<file path="src/rtl/token_mean_accum_pkg.sv">
// token_mean_accum_pkg: shared state encoding and default widths for the token mean stage
package token_mean_accum_pkg;
  typedef enum logic [1:0] {ACC, DIV, OUT} mean_state_t;
  localparam int MEAN_DATA_W = 8;
  localparam int MEAN_SUM_W  = 16;
  localparam int MEAN_CNT_W  = 4;
endpackage

</file>
<file path="src/rtl/token_mean_accum_sat_add.sv">
// token_mean_accum_sat_add: unsigned saturating adder, clamps to all-ones on overflow
//   a, b : W-bit unsigned operands
//   sum  : a+b, or all-ones when the true sum exceeds 2^W-1
//   ovf  : the addition saturated
module token_mean_accum_sat_add #(
  parameter int W = 16
) (
  input  logic [W-1:0] a,
  input  logic [W-1:0] b,
  output logic [W-1:0] sum,
  output logic         ovf
);
  logic [W:0] full;
  assign full = {1'b0, a} + {1'b0, b};
  assign ovf  = full[W];
  assign sum  = full[W] ? '1 : full[W-1:0];
endmodule

</file>
<file path="src/rtl/token_mean_accum.sv">
// token_mean_accum: per-group running sum/count feeding a combinational divider, mean out on valid/ready
//   clk, rstn                      : clock, asynchronous active-low reset
//   in_data/in_valid/in_last/in_ready : sample stream, in_last closes the group
//   div_up/div_bo/div_en/div_quot  : dividend, divisor, enable to the divider and its quotient
//   out_data/out_sat/out_valid/out_ready : group mean, saturation flag, result handshake
//   TOKEN_MEAN_ROUND_EN            : when defined, adds count/2 to the dividend for round-to-nearest
module token_mean_accum
  import token_mean_accum_pkg::*;
#(
  parameter int DATA_W = MEAN_DATA_W,
  parameter int SUM_W  = MEAN_SUM_W,
  parameter int CNT_W  = MEAN_CNT_W
) (
  input  logic              clk,
  input  logic              rstn,
  input  logic [DATA_W-1:0] in_data,
  input  logic              in_valid,
  input  logic              in_last,
  output logic              in_ready,
  output logic [SUM_W-1:0]  div_up,
  output logic [CNT_W-1:0]  div_bo,
  output logic              div_en,
  input  logic [SUM_W-1:0]  div_quot,
  output logic [SUM_W-1:0]  out_data,
  output logic              out_sat,
  output logic              out_valid,
  input  logic              out_ready
);
  mean_state_t      state_q, state_d;
  logic [SUM_W-1:0] sum_q, sum_d, out_data_q, out_data_d, acc_sum, rnd_sum;
  logic [CNT_W-1:0] count_q, count_d;
  logic             sat_q, sat_d, out_sat_q, out_sat_d, acc_ovf, rnd_ovf;
  token_mean_accum_sat_add #(.W(SUM_W)) u_acc (
    .a(sum_q), .b(SUM_W'(in_data)), .sum(acc_sum), .ovf(acc_ovf)
  );
`ifdef TOKEN_MEAN_ROUND_EN
  token_mean_accum_sat_add #(.W(SUM_W)) u_rnd (
    .a(sum_q), .b(SUM_W'(count_q >> 1)), .sum(rnd_sum), .ovf(rnd_ovf)
  );
`else
  assign rnd_sum = sum_q;
  assign rnd_ovf = 1'b0;
`endif
  always_comb begin
    state_d    = state_q;
    sum_d      = sum_q;
    count_d    = count_q;
    sat_d      = sat_q;
    out_data_d = out_data_q;
    out_sat_d  = out_sat_q;
    case (state_q)
      ACC: if (in_valid) begin
        sum_d   = acc_sum;
        count_d = count_q + 1'b1;
        sat_d   = sat_q | acc_ovf;
        state_d = (in_last || count_d == '1) ? DIV : ACC;
      end
      DIV: begin
        out_data_d = div_quot;
        out_sat_d  = sat_q | rnd_ovf;
        state_d    = OUT;
      end
      OUT: if (out_ready) begin
        sum_d   = '0;
        count_d = '0;
        sat_d   = 1'b0;
        state_d = ACC;
      end
      default: state_d = ACC;
    endcase
  end
  always_ff @(posedge clk or negedge rstn) begin
    if (!rstn) begin
      state_q    <= ACC;
      sum_q      <= '0;
      count_q    <= '0;
      sat_q      <= 1'b0;
      out_data_q <= '0;
      out_sat_q  <= 1'b0;
    end else begin
      state_q    <= state_d;
      sum_q      <= sum_d;
      count_q    <= count_d;
      sat_q      <= sat_d;
      out_data_q <= out_data_d;
      out_sat_q  <= out_sat_d;
    end
  end
  // in_ready is gated by rstn so it reads 0 while reset is held even though the state is ACC
  assign in_ready  = rstn && state_q == ACC;
  assign div_en    = state_q == DIV;
  assign div_up    = div_en ? rnd_sum : '0;
  assign div_bo    = div_en ? count_q : '0;
  assign out_valid = state_q == OUT;
  assign out_data  = out_data_q;
  assign out_sat   = out_sat_q;
endmodule

</file>
<file path="config.mk">
export PLATFORM = sky130hd
export DESIGN_NAME = token_mean_accum
export DESIGN_NICKNAME = d
export VERILOG_FILES = /design/src/rtl/token_mean_accum_pkg.sv /design/src/rtl/token_mean_accum_sat_add.sv /design/src/rtl/token_mean_accum.sv
export SDC_FILE = /design/constraint.sdc
export NUM_CORES = 1
export LEC_CHECK = 0
export ABC_AREA = 1
export CORE_MARGIN = 10
export CORE_UTILIZATION = 43
export DETAILED_ROUTE_END_ITERATION = 10
export HOLD_SLACK_MARGIN = 0.05
export PLACE_DENSITY = 0.73
export SKIP_CTS_REPAIR_TIMING = 1
export SYNTH_ARGS = -nofsm -noshare
export SYNTH_HDL_FRONTEND = slang
export SYNTH_SLANG_ARGS = --single-unit
</file>
<file path="constraint.sdc">
create_clock -name clk -period 3.41 [get_ports clk]
set_clock_uncertainty 0.15 [all_clocks]
set_input_delay 0.682 -clock clk [delete_from_list [all_inputs] [get_ports clk]]
set_output_delay 0.682 -clock clk [all_outputs]
set_load 0.03 [all_outputs]
</file>
==> results.json <==
{
  "synth.avg_cell_area_um2": 7.58,
  "seq_area_mm2": 0.00100,
  "leakage_uw": 0.00163,
  "holdPathEnd": "out_data[3]",
  "fp.coreArea_mm2": 0.00557,
  "io_pins": 69,
  "criticalPathCategory": "flop to output port",
  "grtUsageTotal_pct": 13.9,
  "drc": 0,
  "yosysSeqAreaShare_pct": 40.1,
  "synth_area_leader_cell": "dfrtp_1",
  "startpoint_type": "flop",
  "cp-end-kind": "output port",
  "cts_sinks": 40,
  "die_area_mm2": 0.00925,
  "yosys.area_share.simple_pct": 35.2,
  "fin_setup_tns_ns": 0,
  "row_count": 27,
  "hp-class": "flop to flop",
  "ant_nets": 0,
  "multiInputGateArea_mm2": 0.00125,
  "grt_pass1_wl_um": 10300,
  "fill_cells": 521,
  "met3_length_um": 284,
  "maxSlewViolCount": 0,
  "synth_adder_area_share_pct": 5.82,
  "grt_overflow": 0,
  "worstSkewPairLatency_ns": 0.29,
  "clock-root-buffer": "clkbuf_8",
  "worst_pin_slew_ns": 0.651,
  "met1Wirelength_um": 2700,
  "fmax_ghz": 0.345,
  "ir_drop_mv": 0.412,
  "rsz0062_at_grt": "false",
  "hpwlAfterDp_um": 4730,
  "grt_max_degree": 41,
  "worstRegToRegCells": 9,
  "yosysWarnings": 0,
  "clkTransAtPathRegs_ns": 0.08,
  "synth-seq-cells": 40,
  "fin_area_mm2": 0.00330,
  "drt_iter0_markers": 129,
  "synthXorXnorAreaFrac_pct": 0.702,
  "synth_cell_types": 39,
  "drive_above_1_share_pct": 8.52,
  "antenna_found_initial": 0,
  "min_delay_path_depth": 2,
  "arrival_ns": 2.06,
  "syn_area_mm2": 0.00249,
  "p_total_uw": 2460,
  "synth_top_area_share_pct": 40.1,
  "hold_viol_final": 0,
  "top_layer_used": "met4",
  "first_pass_iters": 4,
  "synth_top_family_by_area": "simple AND/OR/NAND/NOR gates",
  "start_util_pct": 44.8,
  "die_h_um": 96.2,
  "dr_total_vias": 2232,
  "place_congestion": 0.902,
  "fin_nets": 438,
  "post_drt_via_cell_ratio": 4.74,
  "synth_mux_area_share_pct": 0,
  "place_area_mm2": 0.00322,
  "required_ns": 2.58,
  "drv_cap": 0,
  "die_x_um": 96.2,
  "wl_per_cell_um": 13.2,
  "min_period_ns": 2.90,
  "worstHoldStart": "out_data[3]",
  "status": "completed",
  "cts.htree.levels": 2,
  "powerDensity_mw_per_mm2": 744,
  "clockBufferDepth": 2,
  "slew-limit-headroom_pct": 56.5,
  "fin_crit_sh_pct": 84.9,
  "setup_viol": 0,
  "io_buffers": 68,
  "r2r_end": "rnd_sum[14]",
  "hold_slack_ns": 0.323,
  "routed_wl_um": 6220,
  "synthTopCellsByArea": "dfrtp_1, nand2_1, inv_1, ha_1, nor2_1",
  "grt_pass1_vias": 2187,
  "syn-num-nets": 369,
  "syn_to_final_growth_pct": 32.3,
  "synthCells": 329,
  "reg2reg_slack_ns": 1.31,
  "antenna_cells": 0,
  "regToRegStartpoint": "rnd_sum[0]",
  "synth_compound_gate_area_share_pct": 8.38,
  "cts_buffers": 5,
  "crit_fanout": 39,
  "tritoncts": "yes",
  "wl_met2_um": 3160
}
==> how the worst max path moves through the flow <==
stage               start           to  slack (ns)  depth (start not counted)
2_1_floorplan        rstn     in_ready        1.17                          1
3_3_place_gp   in_data[0]   rnd_sum[8]        0.61                         10
3_5_place_dp   in_data[0]  rnd_sum[13]        0.57                         10
4_1_cts        state_q[0]   div_up[14]        0.48                          5
5_1_grt        state_q[0]   div_up[12]        0.35                          5
6_report       state_q[0]    div_bo[0]        0.51                          5
==> final cells by class <==
cell class / instances / area share [%]
clock buffer: 7 / 2.31
clock inverter: 1 / 0.265
inverter: 46 / 5.65
multi-input combinational: 235 / 37.8
sequential: 40 / 30.3
tap: 72 / 2.73
timing repair buffer: 70 / 20.9
==> power by group <==
group          switching, uW  internal (uW)
logic                    808            532
clock network            164            146
registers                140            666
==> logic make-up after synthesis <==
logic type | count (synthesis)
simple gates | 196
buf+inv | 54
flops | 40
compound gates | 26
fa+ha+maj | 11
xor+xnor | 2
==> synthesized netlist by cell type (all sizes together) <==
cell type	number
nand2	123
inv	45
dfrtp	40
nor2	33
nand3	24
ha	10
o21ai	7
buf	6
o21a	6
a21oi	5
or2	5
nand4	4
nor3	3
o211ai	3
clkbuf	2
nand3b	2
o221ai	2
o22ai	2
xnor2	2
and2	1
clkinv	1
fa	1
nor3b	1
o31ai	1
==> routing by layer <==
layer,GRT usage [%],vias up
met4,4.79,0
met3,2.72,8
met5,0,-
met2,24.0,38
li1,-,1163
met1,16.9,1023
==> metrics by stage <==
| stage | std cells | setup WS, ns | util (%) |
|---|---|---|---|
| after floorplan | 329 | 1.17 | - |
| after global placement | 463 | 0.607 | 57.7 |
| after detailed placement | 463 | 0.568 | 57.7 |
| after CTS | 471 | 0.484 | 59.2 |
| after global routing | 471 | 0.347 | 59.2 |
| final | 471 | 0.514 | 59.2 |
==> critical path, cell delays in order (launching register included) <==
cell and delay (ns):
dfrtp_1 0.42, inv_2 0.11, nor2_4 0.04, inv_2 0.48, nor2_1 0.10, clkdlybuf4s50_1 0.63
==> cells in the final DEF (no fill, tap or decap), drive strengths merged, types with 2 or more instances in the layout <==
| master | netlist | final |
|---|---|---|
| nand2 | 123 | 123 |
| clkdlybuf4s50 | 0 | 67 |
| inv | 45 | 45 |
| dfrtp | 40 | 40 |
| nor2 | 33 | 33 |
| nand3 | 24 | 24 |
| ha | 10 | 10 |
| o21ai | 7 | 7 |
| clkbuf | 2 | 7 |
| o21a | 6 | 6 |
| a21oi | 5 | 5 |
| or2 | 5 | 5 |
| nand4 | 4 | 4 |
| o211ai | 3 | 3 |
| nor3 | 3 | 3 |
| buf | 6 | 3 |
| nand3b | 2 | 2 |
| o221ai | 2 | 2 |
| xnor2 | 2 | 2 |
| o22ai | 2 | 2 |
| clkinv | 1 | 2 |
==> state kept, by name (all words and copies together), names as in the netlist <==
name and cells:
count_q 4, out_data 16, out_sat 1, rnd_sum 16, sat_q 1, state_q 2
No activity file was read; power rests on OpenSTA's default activity.
